File: src/rtl/acc_ctrl_pkg.sv
// Shared opcode encodings, sequencer states and control-word record for the
// accumulator control sequencer.
package acc_ctrl_pkg;

  typedef enum logic [2:0] {
    OP_NOP  = 3'b000,
    OP_LDA  = 3'b001,
    OP_LDB  = 3'b010,
    OP_ADD  = 3'b011,
    OP_SUB  = 3'b100,
    OP_OUTA = 3'b101,
    OP_ILL  = 3'b110,
    OP_HLT  = 3'b111
  } opcode_e;

  typedef enum logic [2:0] {
    S_IDLE,
    S_T1,
    S_T2,
    S_DONE,
    S_HALT
  } state_e;

  typedef struct packed {
    logic nla;
    logic nlb;
    logic ea;
    logic eu;
    logic sub;
    logic out_sel;
  } ctrl_word_t;

  localparam ctrl_word_t CTRL_INACTIVE = '{nla: 1'b1, nlb: 1'b1, ea: 1'b0,
                                           eu: 1'b0, sub: 1'b0, out_sel: 1'b0};

endpackage

File: src/rtl/acc_ctrl_decode.sv
// Combinational opcode-to-control-word decode; NOP, illegal and HLT map to
// the inactive word.
module acc_ctrl_decode
  import acc_ctrl_pkg::*;
(
  input  logic [2:0]  opcode,
  output ctrl_word_t  ctrl
);

  always_comb begin
    ctrl = CTRL_INACTIVE;
    case (opcode_e'(opcode))
      OP_LDA:  ctrl.nla = 1'b0;
      OP_LDB:  ctrl.nlb = 1'b0;
      OP_ADD:  begin
        ctrl.eu  = 1'b1;
        ctrl.nla = 1'b0;
      end
      OP_SUB:  begin
        ctrl.eu  = 1'b1;
        ctrl.nla = 1'b0;
        ctrl.sub = 1'b1;
      end
      OP_OUTA: begin
        ctrl.ea      = 1'b1;
        ctrl.out_sel = 1'b1;
      end
      default: ctrl = CTRL_INACTIVE;
    endcase
  end

endmodule

File: src/rtl/acc_ctrl_sequencer.sv
// Four-phase instruction sequencer (accept, T1, T2, DONE) with halt state,
// registered flags, completion counter and fully registered outputs.
module acc_ctrl_sequencer
  import acc_ctrl_pkg::*;
#(
  parameter int unsigned COUNT_W = 8
) (
  input  logic               clk,
  input  logic               rst,
  input  logic               instr_valid,
  output logic               instr_ready,
  input  logic [2:0]         opcode,
  input  logic               cf_in,
  input  logic               zf_in,
  output logic               nLa,
  output logic               nLb,
  output logic               Ea,
  output logic               Eu,
  output logic               sub,
  output logic               out_sel,
  output logic               cf,
  output logic               zf,
  output logic               done,
  output logic               illegal,
  output logic               halted,
  output logic [COUNT_W-1:0] instr_count
);

  state_e     state, state_nxt;
  opcode_e    op_q;
  ctrl_word_t dec_word, ctrl_q;
  logic       accept;

  assign accept = (state == S_IDLE) && instr_valid;

  // Decode sees the incoming opcode so the T1 control word can be
  // registered on the accept edge and appear exactly during T1.
  acc_ctrl_decode u_decode (
    .opcode (opcode),
    .ctrl   (dec_word)
  );

  always_comb begin
    state_nxt = state;
    case (state)
      S_IDLE:  if (instr_valid) state_nxt = S_T1;
      S_T1:    state_nxt = S_T2;
      S_T2:    state_nxt = S_DONE;
      S_DONE:  state_nxt = (op_q == OP_HLT) ? S_HALT : S_IDLE;
      S_HALT:  state_nxt = S_HALT;
      default: state_nxt = S_IDLE;
    endcase
  end

  always_ff @(posedge clk or posedge rst) begin
    if (rst) begin
      state       <= S_IDLE;
      op_q        <= OP_NOP;
      ctrl_q      <= CTRL_INACTIVE;
      instr_ready <= 1'b1;
      cf          <= 1'b0;
      zf          <= 1'b0;
      done        <= 1'b0;
      illegal     <= 1'b0;
      halted      <= 1'b0;
      instr_count <= '0;
    end else begin
      state       <= state_nxt;
      if (accept) op_q <= opcode_e'(opcode);
      ctrl_q      <= accept ? dec_word : CTRL_INACTIVE;
      instr_ready <= (state_nxt == S_IDLE);
      done        <= (state_nxt == S_DONE);
      illegal     <= (state_nxt == S_DONE) && (op_q == OP_ILL);
      halted      <= (state_nxt == S_HALT);
      if (state == S_T2) begin
        instr_count <= instr_count + COUNT_W'(1);
        if (op_q == OP_ADD || op_q == OP_SUB) begin
          cf <= cf_in;
          zf <= zf_in;
        end
      end
    end
  end

  assign nLa     = ctrl_q.nla;
  assign nLb     = ctrl_q.nlb;
  assign Ea      = ctrl_q.ea;
  assign Eu      = ctrl_q.eu;
  assign sub     = ctrl_q.sub;
  assign out_sel = ctrl_q.out_sel;

endmodule

File: config.mk
export PLATFORM = sky130hd
export DESIGN_NAME = acc_ctrl_sequencer
export DESIGN_NICKNAME = d
export VERILOG_FILES = /design/src/rtl/acc_ctrl_pkg.sv /design/src/rtl/acc_ctrl_decode.sv /design/src/rtl/acc_ctrl_sequencer.sv
export SDC_FILE = /design/constraint.sdc
export NUM_CORES = 1
export LEC_CHECK = 0
export CELL_PAD_IN_SITES_DETAIL_PLACEMENT = 1
export CELL_PAD_IN_SITES_GLOBAL_PLACEMENT = 1
export CORE_MARGIN = 2
export CORE_UTILIZATION = 28
export CTS_CLUSTER_SIZE = 20
export DETAILED_ROUTE_END_ITERATION = 8
export PLACE_DENSITY_LB_ADDON = 0.08
export SLEW_MARGIN = 20
export SYNTH_ARGS = -nofsm -noshare
export SYNTH_HDL_FRONTEND = slang
export SYNTH_SLANG_ARGS = --single-unit
File: constraint.sdc
create_clock -name clk -period 1.8 [get_ports clk]
set_clock_uncertainty 0.2 [all_clocks]
set_input_delay 0.27 -clock clk [delete_from_list [all_inputs] [get_ports clk]]
set_output_delay 0.27 -clock clk [all_outputs]
set_load 0.02 [all_outputs]
Word-level counts from Yosys, hierarchy flattened
Cells that the tools add are included.
Word-level totals
  register bits after elaboration: 26
  bits of input ports: 8
  word-level logic and storage cells: 48
Cells by class
  add/subtract/negate cells: 1
  eq/ne operators: 15
  multiplexer cells: 9
  reductions and logical operators: 8
Operator list (number)
  3-bit == test (second input constant): 7
  3-bit by 2-bit == test with 1-bit output (second input constant): 6
  3-bit one-hot mux with 5 select lines: 1
  8-bit by 1-bit adder with 8-bit output (second input constant): 1
  3-bit by 1-bit == test with 1-bit output (second input constant): 2
  3-bit zero test: 2
  3-bit 2-to-1 mux: 2
  6-bit 2-to-1 mux: 1
  1-bit 2-to-1 mux: 5
  3-bit OR reduction: 1
  1-bit logical AND: 2
  2-bit AND reduction: 1
  2-bit OR reduction: 1
  1-bit logical OR: 1

Depth between registers and ports, before layout
Gate-level depths: netlist of the first run.
  depth after elaboration: 5
  depth in mapped cells: 5
  mapped depth without buffers: 4

Cells and area by module
A second synthesis of the first run with hierarchy kept.
Second synthesis, totals
  cells, all modules: 83
  area total of the unflattened synthesis: 1119.8 µm²
Modules (own cells, without submodules)
  acc_ctrl_sequencer: instances 1, cells each 75, area each 1063.5 µm², sequential area each 654.4 µm²
  acc_ctrl_decode: instances 1, cells each 8, area each 56.3 µm², sequential area each 0.0 µm²

Worst setup path after synthesis of the first run
OpenSTA, ideal clock, no wires.
  path type: register to register
  start point: register state[0]
  end point: register ctrl_q, in the netlist sub
  library setup time: 0.095 ns
  data arrival time: 1.314 ns
  data required time: 1.505 ns
  setup slack: 0.191 ns
  stages on the path, launching flop included: 4
  path buffers: 1
  period minus slack after synthesis: 1.609 ns
  path through: dfrtp_1 > or4b_1 > clkbuf_1 > nor4b_2
On the way
  longest elaborated chain between the ends: 3
RTL lines
  from (decl): line acc_ctrl_sequencer.sv:29  | state_e state, state_nxt;
  from (signal assigned): line acc_ctrl_sequencer.sv:68  | state <= state_nxt;
  3-bit zero test: line acc_ctrl_sequencer.sv:34  | assign accept = (state == S_IDLE) && instr_valid;
  1-bit logical AND: line acc_ctrl_sequencer.sv:34
  6-bit 2-to-1 mux: line acc_ctrl_sequencer.sv:70  | ctrl_q <= accept ? dec_word : CTRL_INACTIVE;
  to (signal assigned): line acc_ctrl_sequencer.sv:70
  to (decl): line acc_ctrl_sequencer.sv:31  | ctrl_word_t dec_word, ctrl_q;
No other way between the ends.
A chain may end at the register's enable or synchronous reset.

Final worst setup path of the first run
  start point: register instr_count[5]
  end point: output port instr_count[5]
RTL lines
  from (decl): line acc_ctrl_sequencer.sv:26  | output logic [COUNT_W-1:0] instr_count
  from (signal assigned): line acc_ctrl_sequencer.sv:76  | instr_count <= instr_count + COUNT_W'(1);
No word-level cell between the ends.

==> results of run 1 <==
## how the worst min path moves through the flow
stage	cells after the start	end	startpoint	slack [ns]
floorplan	1	Ea	rst	0.1
global placement	1	instr_count[7]	instr_count[7]	0.26
detailed placement	1	instr_count[7]	instr_count[7]	0.26
CTS	3	done	rst	0.16
global route	3	Ea	rst	0.20
finish	3	Ea	rst	0.15
## final cells by class
| class | instances | share of cell area |
|---|---|---|
| timing repair buffer | 38 | 0.2346 |
| inverter | 5 | 0.01235 |
| multi-input combinational | 62 | 0.2675 |
| clock buffer | 3 | 0.02716 |
| tap | 48 | 0.03951 |
| sequential | 25 | 0.4140 |
| clock inverter | 1 | 0.004938 |
## layout by cell type, fill, tap and decap left out, drive strengths merged, types with 2 or more instances in the layout
cell type	netlist	final
dlygate4sd2	0	3
dfrtp	22	22
nor2	4	4
clkdlybuf4s50	0	21
xor2	2	2
or3b	2	2
nand4	3	3
nor4b	2	2
and4b	2	2
clkbuf	1	3
nor2b	2	2
xnor2	6	6
dfstp	3	3
nand3	2	2
buf	2	11
inv	5	5
nand2	16	16
a211oi	4	4
dlymetal6s2s	0	3
o2bb2ai	2	2
nor3b	3	3
nor3	3	3
## routing by layer
layer / up-vias / share of wire / global-route usage
li1: 404 / - / -
met1: 405 / 0.48 / 0.1424
met2: 13 / 0.47 / 0.1932
met3: 2 / 0.039 / 0.03748
met4: 0 / 0.0099 / 0.03061
met5: - / 0 / 0
## what timing repair did
| action | CTS | global route |
|---|---|---|
| hold buffers | 0 | 0 |
| buffers inserted | 0 | 0 |
| hold endpoints to repair | 0 | 0 |
| gates resized for setup | 3 | 4 |
| endpoints found under the setup margin | 3 | 9 |
| cloned | 0 | 0 |
## cell families (layout without fill, tap and decap cells)
family / after synthesis / after routing
and+or+nand+nor: 44 / 44
adders and majority gates: 1 / 1
buffers and inverters: 8 / 47
xor gates and xnor gates: 8 / 8
AOI/OAI and AO/OA: 9 / 9
DFF: 25 / 25
## power groups by stage
stage	registers (uW)	clock network, uW	logic (uW)
2_1_floorplan	1070	0	418
3_3_place_gp	862	0	1110
3_5_place_dp	869	0	1120
4_1_cts	857	347	1120
5_1_grt	883	374	1220
6_report	854	329	1100
## through the flow
stage          power, uW  setup WS, ns  std cells   TNS, ns  cell area, sq um
6_report            2285       0.05708        182         0              1520
3_3_place_gp        1971      -0.08658        178  -0.09861              1465
3_5_place_dp        1993       -0.1292        178   -0.2277              1465
4_1_cts             2321      0.005420        182         0              1510
2_1_floorplan       1487        0.1908         95         0              1075
5_1_grt             2478       0.01325        182         0              1520
==> implementation parameters, run 1 <==
Parameter                              Value

STA
  Achievable clock frequency    573.7 MHz
  Final hold violation count    0
  Portion of the clock cycle consumed by the worst path in the final layout    0.9683
  Period minus WS final    1.743 ns
  Final setup vio count    0
  Worst slew pin tran    0.3093 ns
  Count of pins over their slew limit    0
  Worst slack on hold paths    0.1495 ns
  Slew headroom    0.7938
  Unrepaired setup endpoints after global routing    false

Logic synthesis
  Share of synthesized registers carrying an async set or reset    1.000
  Top cell type's share of synthesized area    0.5122
  Net count of the mapped netlist    104
  Top flip-flop cell by instance count after synthesis    sky130_fd_sc_hd__dfrtp_1
  Number of enable flip-flop cells after synthesis    0
  Number of instances in the synthesized netlist    95
  Post-Syn Area    1075 sq um
  Number of different library cells in the post-synthesis netlist    32
  Cell accounting for the most synthesized area    sky130_fd_sc_hd__dfrtp_1
  Post-synth top cells    sky130_fd_sc_hd__dfrtp_1 (22), sky130_fd_sc_hd__nand2_1 (16), sky130_fd_sc_hd__xnor2_1 (6)
  Share of the synthesized area in compound gates (AO/OA/AOI/OAI)    0.06054
  Synth Area in XOR/XNOR    0.06519
  Synth Area in Adders    0.01164
  Proportion of synthesized area in mux cells    0
  Main combinational cell family by area after synthesis    simple AND/OR/NAND/NOR gates
  Number of synthesized register bits    25
  Syn_area_per_cell    11.31 sq um
  Leading cell type by number of instances after synthesis    sky130_fd_sc_hd__dfrtp_1
  Area share of and/or/nand/nor cells after synthesis    0.2386
  Synth warnings    0
  Most area-consuming cells after synthesis    sky130_fd_sc_hd__dfrtp_1 (51%), sky130_fd_sc_hd__dfstp_2 (7.3%), sky130_fd_sc_hd__nand2_1 (5.6%), sky130_fd_sc_hd__xnor2_1 (4.9%), sky130_fd_sc_hd__a211oi_1 (2.8%)
  Share of the yosys chip area belonging to registers    0.5856

Critical path
  Worst path cell trace    clkdlybuf4s50_1
  Total number of cells along the worst setup path    1
  End of the critical path    instr_count[5]
  Launch point of the critical path    instr_count[5]
  Worst EP arrival    1.27 ns
  Worst setup SP type    flip-flop
  Maximum fanout along the worst path    3
  Library cell contributing the largest single delay on the critical path    sky130_fd_sc_hd__clkdlybuf4s50_1
  Largest stage delay, worst path    0.62 ns
  FF-to-FF Start    state[0]
  Required time at the worst-slack endpoint    1.33 ns
  Reg-to-Reg End    sub
  Critical path endpoint category    output port
  Register-to-register setup slack    0.17 ns
  Worst r2r path cells    2
  Category of the most critical setup path    reg -> out
  Category of cells accounting for the largest share of critical-path delay    buffers and inverters
  Crit path buf inv count    1

Die
  Ports placed on the boundary    28
  Core area    3689 sq um
  Die span in y    65.96 um
  Horiz. Die Dim    65.96 um
  Starting density of the core    0.2914
  Number of placement rows    22
  Total die area    4350 sq um

GRT
  Global-route congestion overflow total    0
  Initial antenna violation count    0
  Vias in the first global route    860
  GRT Util Overall    0.1152
  Maximum number of pins on one net before global-route repair    26
  Global-route wire length before repair    3822 um

Final layout
  Area Overhead vs Synth    41.44%
  Share of post-route cells with drive strength above 1    0.1642
  Area of the multi-input gates    406.6 sq um
  Nets    144
  Number of flip-flops under the largest register name    8
  Ant. Diodes    0
  Biggest registers after layout    instr_count: 8 flops, op_q: 3 flops, state: 3 flops
  Fraction of the core area covered by cells at the end of the flow    0.4121
  Sequential cell area    629.4 sq um
  Number of filler cells placed in the layout    440
  Largest register by flop count    instr_count

Power
  P_sw    850.7 uW
  Power density of the placed cells    1503 nW/um^2
  Clk network pwr share    0.144
  Largest vdd supply drop    0.4585 mV
  Leakage Power    0.0007007 uW
  Proportion of power drawn by flip-flops and latches    0.374
  Cell-internal power    1435 uW
  Net switching share of the total power    0.3723
  Combinational Power Share    0.483

Hold path
  Worst Hold Class    in -> async

Drt
  Vias per Instance    4.527
  Vias after detailed routing    824
  DR WL/cell    12.20 um
  Final antenna-violating net count    0
  Final Routed Wirelength    2220 um
  DRC    0
  Number of design-rule violations left by the first detailed-router iteration    33
  TritonRoute pass-1 iters    2

Clocking
  Clock tree from TritonCTS    yes
  Clock tree root buffer cell    sky130_fd_sc_hd__clkbuf_8
  Clk pin slew, worst setup/hold paths    0.09 ns
  Number of clock buffers inserted by TritonCTS    3
  Clock insertion delay at the later pin of the skew report    0.26 ns
  TritonCTS sink count    25
  Buffers from clock root to sink, at most    2
  CTS H-tree depth    1

Placed design
  Final HPWL DP    1701 um
  GPL Wtd Cong    0.6800
  Quantity of I/O buffers inserted on ports    27

Run status
  Run status    finished, final reports clean

Flow run
  Number of max-cap violations    0
(Power assumes the default switching activity.)
==> run 2, diff against run 1 <==
--- a/config.mk
+++ b/config.mk
@@ -11,6 +11,7 @@
 export CORE_UTILIZATION = 28
 export CTS_CLUSTER_SIZE = 20
 export DETAILED_ROUTE_END_ITERATION = 8
+export HOLD_SLACK_MARGIN = 0.06
 export PLACE_DENSITY_LB_ADDON = 0.08
 export SLEW_MARGIN = 20
 export SYNTH_ARGS = -nofsm -noshare
==> results of run 2 <==
No change in the layout: final DEF, timing and power equal those of run 1.
==> run 3, diff against run 2 <==
--- a/config.mk
+++ b/config.mk
@@ -5,6 +5,7 @@
 export SDC_FILE = /design/constraint.sdc
 export NUM_CORES = 1
 export LEC_CHECK = 0
+export CAP_MARGIN = 20
 export CELL_PAD_IN_SITES_DETAIL_PLACEMENT = 1
 export CELL_PAD_IN_SITES_GLOBAL_PLACEMENT = 1
 export CORE_MARGIN = 2
@@ -12,7 +13,7 @@
 export CTS_CLUSTER_SIZE = 20
 export DETAILED_ROUTE_END_ITERATION = 8
 export HOLD_SLACK_MARGIN = 0.06
-export PLACE_DENSITY_LB_ADDON = 0.08
+export PLACE_DENSITY_LB_ADDON = 0.1
 export SLEW_MARGIN = 20
 export SYNTH_ARGS = -nofsm -noshare
 export SYNTH_HDL_FRONTEND = slang
==> run 3 against run 2 <==
Effect of this change: setup slack improved by 0.012 ns; clock power is essentially flat; highest routed layer unchanged; core utilization is 0.51 points lower; sequential share of layout area rose by 0.60 points; power down 1.3%; cell count decreased by 1.1%; global-route usage is 0.56 points higher; non-clock buffer count shrank 2; final area decreased by 1.2%; count of clock-buffer cells in the layout increased by 1; register-to-register slack got worse by 0.05 ns.
==> implementation parameters, run 3 (synthesized netlist as in run 1, its figures left out) <==
Parameter                              Value

GRT
  Global-route congestion overflow total    0 (unchanged)
  Maximum number of pins on one net before global-route repair    26 (unchanged)
  Initial antenna violation count    0 (unchanged)
  GRT Util Overall    0.1209 (+0.005631)
  Vias in the first global route    861 (+0.12%)
  Global-route wire length before repair    3995 um (+4.5%)

Final layout
  Leading cell types in the layout, fill and taps excluded    sky130_fd_sc_hd__dfrtp_1 (21), sky130_fd_sc_hd__clkdlybuf4s50_1 (20), sky130_fd_sc_hd__nand2_1 (16)
  Nets    142 (-1.4%)
  Largest register by flop count    instr_count
  Number of flip-flops under the largest register name    8 (unchanged)
  Sequential cell area    630.6 sq um (+0.20%)
  Share of post-route cells with drive strength above 1    0.1515 (-0.01266)
  Ant. Diodes    0 (unchanged)
  Layout Cells excl Fill    180 (-1.1%)
  Number of filler cells placed in the layout    429 (-2.5%)
  Biggest registers after layout    instr_count: 8 flops, op_q: 3 flops, state: 3 flops
  Area Overhead vs Synth    39.70%
  Area of the multi-input gates    406.6 sq um (unchanged)
  Leading cell type in the layout, fill and taps excluded    sky130_fd_sc_hd__dfrtp_1

Drt
  DR WL/cell    12.84 um (+5.3%)
  Final Routed Wirelength    2312 um (+4.1%)
  Final antenna-violating net count    0 (unchanged)
  TritonRoute pass-1 iters    2 (unchanged)
  Number of design-rule violations left by the first detailed-router iteration    21 (-36%)
  Vias per Instance    4.606 (+1.7%)
  DRC    0 (unchanged)
  Vias after detailed routing    829 (+0.61%)

Clocking
  Post-CTS setup buffer count    0 (unchanged)
  TritonCTS sink count    25 (unchanged)
  Buffers from clock root to sink, at most    2 (unchanged)
  Clock tree root buffer cell    sky130_fd_sc_hd__clkbuf_8
  Hold buffers post-CTS    0 (unchanged)
  Clock insertion delay at the later pin of the skew report    0.26 ns (about the same)
  CTS H-tree depth    1 (unchanged)
  Number of clock buffers inserted by TritonCTS    3 (unchanged)
  Clock tree from TritonCTS    yes
  Clk pin slew, worst setup/hold paths    0.09 ns (about the same)

Critical path
  Largest stage delay, worst path    0.61 ns (about the same)
  Worst path cell trace    clkdlybuf4s50_1
  Category of cells accounting for the largest share of critical-path delay    buffers and inverters
  Required time at the worst-slack endpoint    1.33 ns (about the same)
  Maximum fanout along the worst path    3 (unchanged)
  Crit path buf inv count    1 (unchanged)
  Worst setup SP type    flip-flop
  Critical path endpoint category    output port
  Library cell contributing the largest single delay on the critical path    sky130_fd_sc_hd__clkdlybuf4s50_1
  Category of the most critical setup path    reg -> out
  Worst EP arrival    1.26 ns (about the same)

Die
  Core area    3689 sq um (unchanged)
  Total die area    4350 sq um (unchanged)
  Number of placement rows    22 (unchanged)
  Horiz. Die Dim    65.96 um (unchanged)
  Ports placed on the boundary    28 (unchanged)
  Die span in y    65.96 um (unchanged)
  Starting density of the core    0.2914 (unchanged)

Hold path
  Worst Hold Class    in -> async

STA
  Portion of the clock cycle consumed by the worst path in the final layout    0.9617 (-0.006579)
  Worst slew pin tran    0.3236 ns (+0.01435 ns)
  Unrepaired setup endpoints after global routing    false
  Period minus WS final    1.731 ns (-0.01184 ns)
  Final hold violation count    0 (unchanged)
  Slew headroom    0.7842 (-0.009564)
  Achievable clock frequency    577.7 MHz (+0.68%)
  Final setup vio count    0 (unchanged)
  Count of pins over their slew limit    0 (unchanged)
  Final-layout setup total negative slack    0 ns (unchanged)

Power
  P_sw    854.4 uW (+0.43%)
  Total power of the final layout    2255 uW (-1.3%)
  Net switching share of the total power    0.3789 (+0.006655)
  Clk network pwr share    0.147 (+0.003)
  Leakage Power    0.0006922 uW (-1.2%)
  Combinational Power Share    0.458 (-0.025)
  Power density of the placed cells    1502 nW/um^2 (-0.10%)
  Proportion of power drawn by flip-flops and latches    0.394 (+0.020)
  Cell-internal power    1400 uW (-2.4%)
  Largest vdd supply drop    0.3411 mV (-26%)

Placed design
  Placed instance count    176 (-1.1%)
  GPL Wtd Cong    0.7340 (+7.9%)
  Final HPWL DP    1669 um (-1.9%)
  Quantity of I/O buffers inserted on ports    27 (unchanged)

Run status
  Run status    finished, final reports clean

Flow run
  Number of max-cap violations    0 (unchanged)
-- run 3: cell types whose count changed in the layout (fill, tap and decap cells not counted), sizes merged --
cell           change
buf                -2
clkbuf             +1
clkdlybuf4s50      -1
clkinvlp           -1
dlygate4sd2        +1
-- run 3: through the flow --
stage / setup slack [ns] / utilization / instance area [sq um] / hold slack (ns)
global route: 0.009685 / 0.4071 / 1501 / 0.1960
CTS: 0.00003364 / 0.4040 / 1490 / 0.1715
floorplan: 0.1908 / - / 1075 / 0.09510
detailed placement: -0.1303 / 0.3931 / 1450 / 0.2569
finish: 0.06892 / 0.4071 / 1501 / 0.1548
global placement: -0.1064 / 0.3931 / 1450 / 0.2565
-- run 3: layout make-up --
cell class,instances,area share
inverters,5,0.01250
clock buffers,4,0.03000
well taps,48,0.04000
multi-input cells,62,0.2708
repair buffers,36,0.2267
flip-flops and latches,25,0.4200
-- run 3: routing by layer --
metal,global-route usage,wire length (um),vias to the layer above
met1,0.1494,1053,411
met4,0.05357,22,0
met3,0.02044,100,2
met2,0.2058,1135,15
li1,-,-,401
met5,0,0,-
-- run 3: repair_timing --
action | 4_1_cts | 5_1_grt
gates resized for setup | 4 | 5
pin swaps | 0 | 0
endpoints found under the setup margin | 4 | 10
-- run 3: worst paths after layout --
kind / from / endpoint / slack, ns / depth (start not counted)
max in group asynchronous: rst / nLb / 0.95 / 3
setup / recovery: instr_count[6] / instr_count[6] / 0.07 / 1
hold reg to reg: instr_count[7] / instr_count[7] / 0.27 / 1
setup reg to reg: state[1] / sub / 0.12 / 2
hold / removal: rst / instr_count[7] / 0.15 / 3
min in group clk: instr_count[7] / instr_count[7] / 0.27 / 1
-- run 3: worst reg2reg max path, stage by stage (launching register included) --
cell and delay (ns):
sky130_fd_sc_hd__dfrtp_2 0.45, sky130_fd_sc_hd__or4b_1 0.67, sky130_fd_sc_hd__nor4b_2 0.28
-- run 3: power groups by stage --
stage / Combinational, uW / Sequential (uW) / Clock, uW
6_report: 1030 / 889 / 332
5_1_grt: 1150 / 926 / 372
4_1_cts: 1040 / 893 / 344
3_5_place_dp: 1060 / 904 / 0
3_3_place_gp: 1040 / 890 / 0
2_1_floorplan: 418 / 1070 / 0
==> variant, RTL diff (config.mk and constraints of run 2) <==
Encoding of `state_e`: now one-hot (5 bits for 5 states).
--- a/src/rtl/acc_ctrl_pkg.sv
+++ b/src/rtl/acc_ctrl_pkg.sv
@@ -14,10 +14,10 @@
   } opcode_e;
 
-  typedef enum logic [2:0] {
-    S_IDLE,
-    S_T1,
-    S_T2,
-    S_DONE,
-    S_HALT
+  typedef enum logic [4:0] {
+    S_IDLE = 5'b00001,
+    S_T1   = 5'b00010,
+    S_T2   = 5'b00100,
+    S_DONE = 5'b01000,
+    S_HALT = 5'b10000
   } state_e;
 
Formal check against the unedited RTL: same outputs for any inputs over 10 cycles, from zero or initial values and one cycle with rst high; not proved beyond that.
==> variant against run 2 <==
Final area increased by 2.8%; first-iteration DRC count decreased by 79%; synthesized area increased by 5.6%; wire length increased by 12%; total power decreased by 22%; worst hold slack improved by 0.0094 ns; setup slack got worse by 0.024 ns; sequential cell count increased by 2; highest routed layer unchanged.
==> variant: results (changes against run 2) <==
| Metric | Value |
|---|---|
| Worst Tran Pin Value | `0.3671 ns (was 0.3093 ns)` |
| Post-route insts no fill | `183 (was 182)` |
| CTS Buffer Depth | `2 (unchanged)` |
| Drt wl/cell | `13.61 um (was 12.20 um)` |
| Fillcell total | `431 (was 440)` |
| Comb pwr | `575 uW (was 1.10 mW)` |
| Hold Path Class | `in2async (unchanged)` |
| DR pass1 iterations | `3 (was 2)` |
| Status | `complete, no violations (unchanged)` |
| Nets | `143 (was 144)` |
| Proportion of synthesized area in mux cells | `5.843% (was 0%)` |
| Ant diodes | `0 (unchanged)` |
| Clock Latency Late Sink | `0.27 ns` |
| Initial antenna violation count | `0 (unchanged)` |
| XOR/XNOR Fraction of Synth Area | `5.402% (was 6.519%)` |
| Synth Area in Compound Gates | `5.513% (was 6.054%)` |
| Lkg Pwr | `0.7488 nW (was 0.7007 nW)` |
| Detailed Route Iter0 Violations | `7 (was 33)` |
| Net Count, Synth | `105 (was 104)` |
| Post-synth EDFFs | `0 (unchanged)` |
| Largest net degree at the start of global routing | `28 (was 26)` |
| Cell variety after synth | `29 (was 32)` |
| Inserted Clock Buffers | `3 (unchanged)` |
| Sequential area share after synthesis | `59.98% (was 58.56%)` |
| Port bufs | `27 (unchanged)` |
| Final RePlAce weighted congestion | `0.7274 (was 0.6800)` |
| H-Tree Depth | `1 (unchanged)` |
| Worst Path Arrival | `1.73 ns (was 1.27 ns)` |
| Cells after DPL | `179 (was 178)` |
| Pwr Total | `1.788 mW (was 2.285 mW)` |
| Layout cells sized above 1 | `19.55% (was 16.42%)` |
| Final WL | `2491 um (was 2220 um)` |
| Worst slack, placed | `-0.1850 ns (was -0.1292 ns)` |
| Number of vias per cell | `4.650 (was 4.527)` |
| Synth top area cells | `dfrtp_1, dfstp_2, xnor2_1 (was dfrtp_1, dfstp_2, nand2_1)` |
| Largest regs | `instr_count: 8 flops, state: 5 flops, op_q: 3 flops (was instr_count: 8 flops, op_q: 3 flops, state: 3 flops)` |
| Synth cell count leaders | `dfrtp_1, nand2_1, nor3_1, xnor2_1 (was dfrtp_1, nand2_1, xnor2_1)` |
| Vias in the first global route | `885 (was 860)` |
| GR Util All Layers | `12.03% (was 11.52%)` |
| Worst Path Max Fanout | `4 (was 3)` |
| P_clk | `353 uW (was 329 uW)` |
| Hpwl dp | `1891 um (was 1701 um)` |
| Global-route wire length before repair | `4112 um (was 3822 um)` |
| FFs w/ async S/R, synth | `100.0% (unchanged)` |
| Area after DPL | `0.001516 mm^2 (was 0.001465 mm^2)` |
| Syn Inst Count | `96 (was 95)` |
| Adder-cell share of the synthesized area | `1.103% (was 1.164%)` |
| Post-CTS sizing | `6 (was 3)` |
| Clk root buf | `clkbuf_8 (unchanged)` |
| Cell-internal power | `1.184 mW (was 1.435 mW)` |
| Peak supply drop | `0.0003971 V (was 0.0004585 V)` |
| Reg clk slew, reported paths | `roughly 0.10 ns` |
| Ys Warns | `0 (unchanged)` |
| Setup Buffers After CTS | `0 (unchanged)` |
-- variant: changes by cell type in the layout (fill, tap and decap cells not counted), sizes merged, moves of 3 or more --
cell / run 2 / this run
a21oi: 1 / 4
nand2: 16 / 7
nor3b: 3 / 0
clkdlybuf4s50: 21 / 18
mux2: 0 / 4
nor3: 3 / 7
dlygate4sd2: 3 / 6
-- variant: worst max-delay path: stages, from the launching register on --
cell and delay (ns):
dfstp_2 0.54, nand3_1 0.08, or4_4 0.46, inv_6 0.09, mux2_4 0.29
-- variant: final timing paths --
kind                                            startpoint                         end  slack [ns]  depth (start not counted)
worst max register to register          state[0]$_DFF_PP1_         op_q[2]$_DFFE_PP0P_        0.03                          4
worst min register to register  instr_count[7]$_DFFE_PP0N_  instr_count[7]$_DFFE_PP0N_        0.28                          1
worst max-delay path                    state[0]$_DFF_PP1_         op_q[2]$_DFFE_PP0P_        0.03                          4
min in group clk                instr_count[7]$_DFFE_PP0N_  instr_count[7]$_DFFE_PP0N_        0.28                          1
max in group asynchronous                              rst               nLb$_DFF_PP1_        0.94                          3
worst min-delay path                                   rst  instr_count[2]$_DFFE_PP0N_        0.16                          3
-- variant: stage by stage --
step | utilization [%] | setup TNS (ns)
floorplan | - | 0
global placement | 38.46 | -0.9096
detailed placement | 38.46 | -1.034
CTS | 39.45 | 0
global route | 39.64 | 0
finish | 39.64 | 0
-- variant: cell type report --
type,instances,share of cell area (%)
tap,50,4.003
timing repair buffer,36,21.62
clock inverter,1,0.3203
sequential,27,43.55
inverter,6,1.761
clock buffer,3,2.642
multi-input combinational,60,26.10
-- variant: layer usage --
metal	wire, um	up-vias	track usage, %
met5	0	-	0
met4	20	0	3.827
met3	139	2	2.667
met2	1256	18	20.10
met1	1074	422	15.41
li1	-	409	-
